File: config.mk
export PLATFORM = sky130hd
export DESIGN_NAME = obi_copy_initiator
export DESIGN_NICKNAME = d
export VERILOG_FILES = /design/src/rtl/dbus_pkg.sv /design/src/rtl/obi_copy_initiator.sv
export SDC_FILE = /design/constraint.sdc
export NUM_CORES = 1
export LEC_CHECK = 0
export ABC_AREA = 1
export CORE_ASPECT_RATIO = 1.4
export CORE_MARGIN = 3
export CORE_UTILIZATION = 39
export DETAILED_ROUTE_END_ITERATION = 10
export GPL_TIMING_DRIVEN = 0
export PLACE_DENSITY = 0.63
export RECOVER_POWER = 50
export REMOVE_ABC_BUFFERS = 1
export SKIP_CTS_REPAIR_TIMING = 1
export SYNTH_ARGS = -nofsm -noshare
export SYNTH_HDL_FRONTEND = slang
export SYNTH_SLANG_ARGS = --single-unit
export TNS_END_PERCENT = 100
File: constraint.sdc
create_clock -name clk -period 3 [get_ports clk]
set_input_delay 0.9 -clock clk [delete_from_list [all_inputs] [get_ports clk]]
set_output_delay 0.9 -clock clk [all_outputs]
set_load 0.05 [all_outputs]
File: src/rtl/dbus_pkg.sv
// Shared data-bus types for initiators and responders on the processor bus.
// Used by the copy engine, debug-port controller and boot ROM.
package dbus_pkg;

   typedef enum logic [2:0] {
      S_IDLE,
      S_RD_REQ,
      S_RD_WAIT,
      S_WR_REQ,
      S_WR_WAIT,
      S_FIN
   } copy_state_e;

   localparam logic [3:0]  BE_WORD    = 4'hF;
   localparam logic [31:0] WORD_BYTES = 32'd4;

   typedef struct packed {
      logic        req;
      logic        we;
      logic [3:0]  be;
      logic [31:0] addr;
      logic [31:0] wdata;
   } dbus_req_t;

   typedef struct packed {
      logic        gnt;
      logic        rvalid;
      logic [31:0] rdata;
      logic        err;
   } dbus_rsp_t;

endpackage

File: src/rtl/obi_copy_initiator.sv
// Word-copy bus initiator: reads len words from src and writes them to dst,
// one transaction outstanding, with an optional response timeout.
module obi_copy_initiator
   import dbus_pkg::*;
#(
   parameter int LEN_W   = 16,
   parameter int TIMEOUT = 256
) (
   input  logic             clk,
   input  logic             rst,
   input  logic             start,
   input  logic [31:0]      src_addr,
   input  logic [31:0]      dst_addr,
   input  logic [LEN_W-1:0] len,
   output logic             busy,
   output logic             done,
   output logic             error,
   output logic             timeout,
   output logic [LEN_W-1:0] words_done,
   output logic             data_req,
   input  logic             data_gnt,
   input  logic             data_rvalid,
   output logic             data_we,
   output logic [3:0]       data_be,
   output logic [31:0]      data_addr,
   output logic [31:0]      data_wdata,
   input  logic [31:0]      data_rdata,
   input  logic             data_err
);

   localparam int TW = (TIMEOUT > 1) ? $clog2(TIMEOUT + 1) : 1;
   localparam logic [TW-1:0] TMO_LAST =
      (TIMEOUT > 0) ? TW'(TIMEOUT - 1) : '0;

   copy_state_e      r_state;
   copy_state_e      w_next;
   logic [31:0]      r_src;
   logic [31:0]      r_dst;
   logic [31:0]      r_buf;
   logic [LEN_W-1:0] r_len;
   logic [LEN_W-1:0] r_words;
   logic             r_error;
   logic             r_timeout;
   logic [TW-1:0]    r_tmo;
   dbus_req_t        w_req;
   dbus_rsp_t        w_rsp;
   logic             w_wait;
   logic             w_tmo_hit;
   logic             w_last;

   assign w_rsp = '{gnt:    data_gnt,
                    rvalid: data_rvalid,
                    rdata:  data_rdata,
                    err:    data_err};

   assign w_wait = (r_state == S_RD_WAIT) ||
                   (r_state == S_WR_WAIT);

   // rvalid on the last allowed wait cycle still wins over the timeout
   assign w_tmo_hit = (TIMEOUT > 0) && w_wait &&
                      !w_rsp.rvalid && (r_tmo == TMO_LAST);

   assign w_last = (r_words + LEN_W'(1)) == r_len;

   always_ff @(posedge clk) begin
      if (rst) r_state <= S_IDLE;
      else     r_state <= w_next;
   end

   always_comb begin
      w_next = r_state;
      unique case (r_state)
         S_IDLE:
            if (start)
               w_next = (len == '0) ? S_FIN : S_RD_REQ;
         S_RD_REQ:
            if (w_rsp.gnt) w_next = S_RD_WAIT;
         S_RD_WAIT:
            if (w_rsp.rvalid)
               w_next = w_rsp.err ? S_FIN : S_WR_REQ;
            else if (w_tmo_hit)
               w_next = S_FIN;
         S_WR_REQ:
            if (w_rsp.gnt) w_next = S_WR_WAIT;
         S_WR_WAIT:
            if (w_rsp.rvalid)
               w_next = (w_rsp.err || w_last) ? S_FIN : S_RD_REQ;
            else if (w_tmo_hit)
               w_next = S_FIN;
         S_FIN:
            w_next = S_IDLE;
         default:
            w_next = S_IDLE;
      endcase
   end

   always_comb begin
      w_req = '0;
      unique case (r_state)
         S_RD_REQ: w_req = '{req: 1'b1, we: 1'b0, be: BE_WORD,
                             addr: r_src, wdata: 32'h0};
         S_WR_REQ: w_req = '{req: 1'b1, we: 1'b1, be: BE_WORD,
                             addr: r_dst, wdata: r_buf};
         default:  w_req = '0;
      endcase
   end

   assign data_req   = w_req.req;
   assign data_we    = w_req.we;
   assign data_be    = w_req.be;
   assign data_addr  = w_req.addr;
   assign data_wdata = w_req.wdata;

   assign busy       = (r_state != S_IDLE) && (r_state != S_FIN);
   assign done       = (r_state == S_FIN);
   assign error      = r_error;
   assign timeout    = r_timeout;
   assign words_done = r_words;

   always_ff @(posedge clk) begin
      if (rst) begin
         r_src     <= '0;
         r_dst     <= '0;
         r_buf     <= '0;
         r_len     <= '0;
         r_words   <= '0;
         r_error   <= 1'b0;
         r_timeout <= 1'b0;
         r_tmo     <= '0;
      end else begin
         if (r_state == S_IDLE && start) begin
            r_src     <= {src_addr[31:2], 2'b00};
            r_dst     <= {dst_addr[31:2], 2'b00};
            r_len     <= len;
            r_words   <= '0;
            r_error   <= 1'b0;
            r_timeout <= 1'b0;
         end
         if ((r_state == S_RD_REQ || r_state == S_WR_REQ) && w_rsp.gnt)
            r_tmo <= '0;
         else if (w_wait)
            r_tmo <= r_tmo + TW'(1);
         if (r_state == S_RD_WAIT && w_rsp.rvalid) begin
            if (w_rsp.err) r_error <= 1'b1;
            else           r_buf   <= w_rsp.rdata;
         end
         if (r_state == S_WR_WAIT && w_rsp.rvalid) begin
            if (w_rsp.err) begin
               r_error <= 1'b1;
            end else begin
               r_words <= r_words + LEN_W'(1);
               r_src   <= r_src + WORD_BYTES;
               r_dst   <= r_dst + WORD_BYTES;
            end
         end
         if (w_tmo_hit) begin
            r_error   <= 1'b1;
            r_timeout <= 1'b1;
         end
      end
   end

endmodule

# Word level (Yosys, flattened, before mapping)
# Index checks and enable logic that the tools add are counted.
[totals] reg_bits=142 inputBits=118 wordCells=71 output_inout_bits=90
[classes] reduce_logical=18 n_eq_ne=11 bitwise_logic=1 mux=28 addsub=4
[op_table] cell="$mux 32" n=6
[op_table] cell="$pmux 70 s2" n=1
[op_table] cell="$add 32x3->32 const B" n=2
[op_table] cell="$mux 16" n=3
[op_table] cell="$mux 3" n=9
[op_table] cell="$add 16x1->16 const B" n=1
[op_table] cell="$eq 16x16->1" n=1
[op_table] cell="$logic_not 16->1" n=1
[op_table] cell="$pmux 3 s5" n=1
[op_table] cell="$add 9x1->9 const B" n=1
[op_table] cell="$eq 9x8->1 const B" n=1
[op_table] cell="$mux 1" n=8
[op_table] cell="$logic_and 1x1->1" n=7
[op_table] cell="$eq 3x2->1 const B" n=2
[op_table] cell="$eq 3x3->1 const B" n=2
[op_table] cell="$ne 2x2->1 const B" n=3
[op_table] cell="$eq 3x1->1 const B" n=1
[op_table] cell="$logic_not 3->1" n=1
[op_table] cell="$logic_or 1x1->1" n=3
[op_table] cell="$ne 3x3->1 const B" n=1
[op_table] cell="$reduce_and 3->1" n=1
[op_table] cell="$reduce_bool 3->1" n=1
[op_table] cell="$reduce_and 2->1" n=1
[op_table] cell="$reduce_bool 2->1" n=1
[op_table] cell="other kinds (3)" n=3

# Depth between registers and ports, before layout
[depth] depth_word=8 depth_mapped=17 depth_no_buf=17

# Worst setup path before layout
# OpenSTA, ideal clock, no wires.
[synth_path] path_kind="reg2out" startpoint="register r_state[0]" endpoint="output port data_addr[10]" path_stages_with_launch=8 arrival_time_ns=3.453 n_path_buf=1 slack_ns=-1.353 t_required_ns=2.100 cell_sequence="dfxtp_1 inv_1 nor2_1 inv_1 nor2_1 inv_2 clkbuf_1 o22ai_1"
[synth_between] elab_chain_cells=2 elab_cells_between_ends=3
[synth_rtl] item="from (decl)" line="obi_copy_initiator.sv:35" text="copy_state_e r_state;"
[synth_rtl] item="from (signal assigned)" line="obi_copy_initiator.sv:67" text="else r_state <= w_next;"
[synth_rtl] item="$eq 3x2->1 or $eq 3x1->1 (tied branches)" line="obi_copy_initiator.sv:99" text="unique case (r_state)"
[synth_rtl] item="$pmux 70 s2 *" line="obi_copy_initiator.sv:99"
[synth_rtl] item="to (decl)" line="obi_copy_initiator.sv:25" text="output logic [31:0] data_addr,"
# Every way passes the cells marked *; elsewhere a longest branch is shown, timed or not.

# Final worst setup path
[layout_path] startpoint="register r_state[0]" endpoint="output port data_addr[24]"
# Same word-level chain as after synthesis.

==> metrics <==
via count of the first global-routing pass=8500; Mapped Cells=1298; Power Dens Cells=530 nW/µm²; drt wl/cell=16.2 µm; WP data required=2100 ps; status=finished clean; final WL=28.2 mm; largest net degree at the start of global routing=73; clock root cell=clkbuf_16; largest family of logic cells by synthesized area=simple AND/OR/NAND/NOR gates; footprint of the multi-input gates=4750 µm²; Startpoint Class=flop; first-pass GRT wire length=42.8 mm; Fin. Hold Viols=0; Synth Area in XOR/XNOR=2.16%; CTS sink cnt=142; IO Count=208; Slew Limit Fails=0; Post-Route Skew=12.2 ps; mux contribution to synthesized area=0%; cell area after layout=11400 µm²; gr busiest metal=met2; FF+latch count, synth=142; EDFF count, synth=0; actual slew at the worst max-slew pin=974 ps; worst skew pair latency=430 ps; Syn Area/Cell=6.42 µm²; fillers=2036; type of the most critical hold path=flop to flop; Worst-path clk slew=60 ps; Simple-Gate Fraction of Synth Area=28.8%; adder-cell area share of the yosys netlist=0.751%; crit path DAT=2070 ps; post-DP HPWL=19.4 mm; commonest non-fill, non-tap cell in the layout=nand2_1; relative slew slack=35.1%; IO Port Bufs=203; Synth warnings=0; GR Util met3=6.14%; Netlist Area Pre-Place=8330 µm²; post-route ant nets=0; Max Clk Rate=0.337 GHz; FP Rows=62; CP Max Fanout=31; complex-gate fraction of the synthesized area=22.3%; Post-synth top flop=dfxtp_1; maxcap violations=0; Die H=179 µm; Synth top area share=34.1%; dominant cells by area after synthesis=dfxtp_1, nand2_1, inv_1, a21oi_1, o21ai_0; area leader, netlist=dfxtp_1; TritonCTS clock tree=built; Die X=130 µm; Final Net Count=1594; leakage power=0.00452 µW; Seq/Total Area, Yosys=34.1%; VDD IR-drop max=507 µV; initial DRC count=523; vias=9159; total grt overflow=0; most frequent cells in the layout=nand2_1, inv_1, dfxtp_1, a21oi_1, clkdlybuf4s50_1; GR Util met1=26.6%; global-route met2 utilization=41.0%; initial antenna violation count=1; total iterations of the first detailed-routing run=5; clk buf depth=2; Via density=5.26; fin crit share=99.0%; Hold Slack=447 ps; CTS Buf Count=17; routability cong.=0.875; Ant. Diodes=0; CTS H-tree depth=4; area grow syn2layout=37.3%; Core Area=20800 µm²; All-Layer GR Usage=23.4%; CP endpoint kind=primary output; worst setup path class=flop to primary output; sequential standard cell area=2850 µm²; Final min period=2970 ps; Placed Instance Area=10500 µm²; Async S/R FF share, synth=0%; die area=23200 µm²; post-synth cell types=45; initial core utilization=40.1%; share of cells above drive strength 1=13.5%; final setup violation count=0; # DRC=0
-- report_power, final --
part | leakage (µW) | switching [µW] | internal, µW
Sequential | 0.00116 | 158 | 2080
Clock | 0.000280 | 903 | 1180
Combinational | 0.00308 | 1130 | 611
Total | 0.00452 | 2190 | 3870
-- path summary, 6_finish.rpt --
kind,from,slack (ps),depth (start not counted),end
worst max-delay path,r_state[0],30,8,data_addr[24]
worst min-delay path,r_tmo[4],450,2,r_tmo[4]
worst max register to register,words_done[0],370,13,r_state[2]
worst min register to register,r_tmo[4],450,2,r_tmo[4]
-- cell usage after synthesis (all sizes together), types with 4 or more instances --
| cell type | instances |
|---|---|
| a21oi | 125 |
| a311oi | 10 |
| a31oi | 10 |
| buf | 14 |
| clkbuf | 52 |
| dfxtp | 142 |
| ha | 5 |
| inv | 188 |
| nand2 | 293 |
| nand3 | 81 |
| nand3b | 4 |
| nand4 | 14 |
| nor2 | 118 |
| nor3 | 26 |
| nor4 | 8 |
| o211ai | 23 |
| o21ai | 116 |
| o22ai | 29 |
| xor2 | 15 |
-- metrics by stage --
| stage | setup WS [ps] | cells | total power (µW) | TNS [ps] | util (%) |
|---|---|---|---|---|---|
| 2_1_floorplan | -4430 | 1232 | 3240 | -344330 | - |
| 3_3_place_gp | -4420 | 1691 | 3830 | -550750 | 50.0 |
| 3_5_place_dp | -1080 | 1696 | 3860 | -88320 | 50.6 |
| 4_1_cts | -1560 | 1728 | 5950 | -95600 | 53.4 |
| 5_1_grt | -70.2 | 1740 | 6380 | -1040 | 55.0 |
| 6_report | 30.1 | 1740 | 6060 | 0 | 55.0 |
-- state kept, by name, indices dropped and copies added (netlist names) --
name        count
timeout         1
r_len          16
words_done     16
r_dst          32
r_src          32
r_tmo           9
r_state         3
r_buf          32
error           1
-- area by class of cell --
cell class                 instances  share of cell area [%]
inverter                         191                    6.45
multi-input combinational        899                    41.5
tap                              256                    2.80
clock buffer                      19                    3.87
timing repair inverter             2                   0.175
sequential                       142                    24.9
clock inverter                    13                    1.16
timing repair buffer             218                    19.1
-- per-layer routing --
metal | part of all wire, % | vias up
met2 | 50 | 286
met4 | 3.2 | 2
met3 | 7.0 | 52
met5 | 0.046 | -
met1 | 39 | 4178
li1 | - | 4641
-- kinds of logic after synthesis --
kind of cell / count (synthesis)
AO/OA/AOI/OAI: 330
flip-flops: 142
AND/OR/NAND/NOR: 545
XOR/XNOR: 19
buffers and inverters: 257
adder cells (fa/ha/maj): 5
-- critical path, stage by stage (launching register included) --
cell and delay [ps]:
dfxtp_4 370, inv_2 60, nor2_4 160, inv_1 100
nor2_4 280, buf_6 180, inv_8 110, o22ai_2 150
buf_4 240
Power figures use the tool's default switching activity.
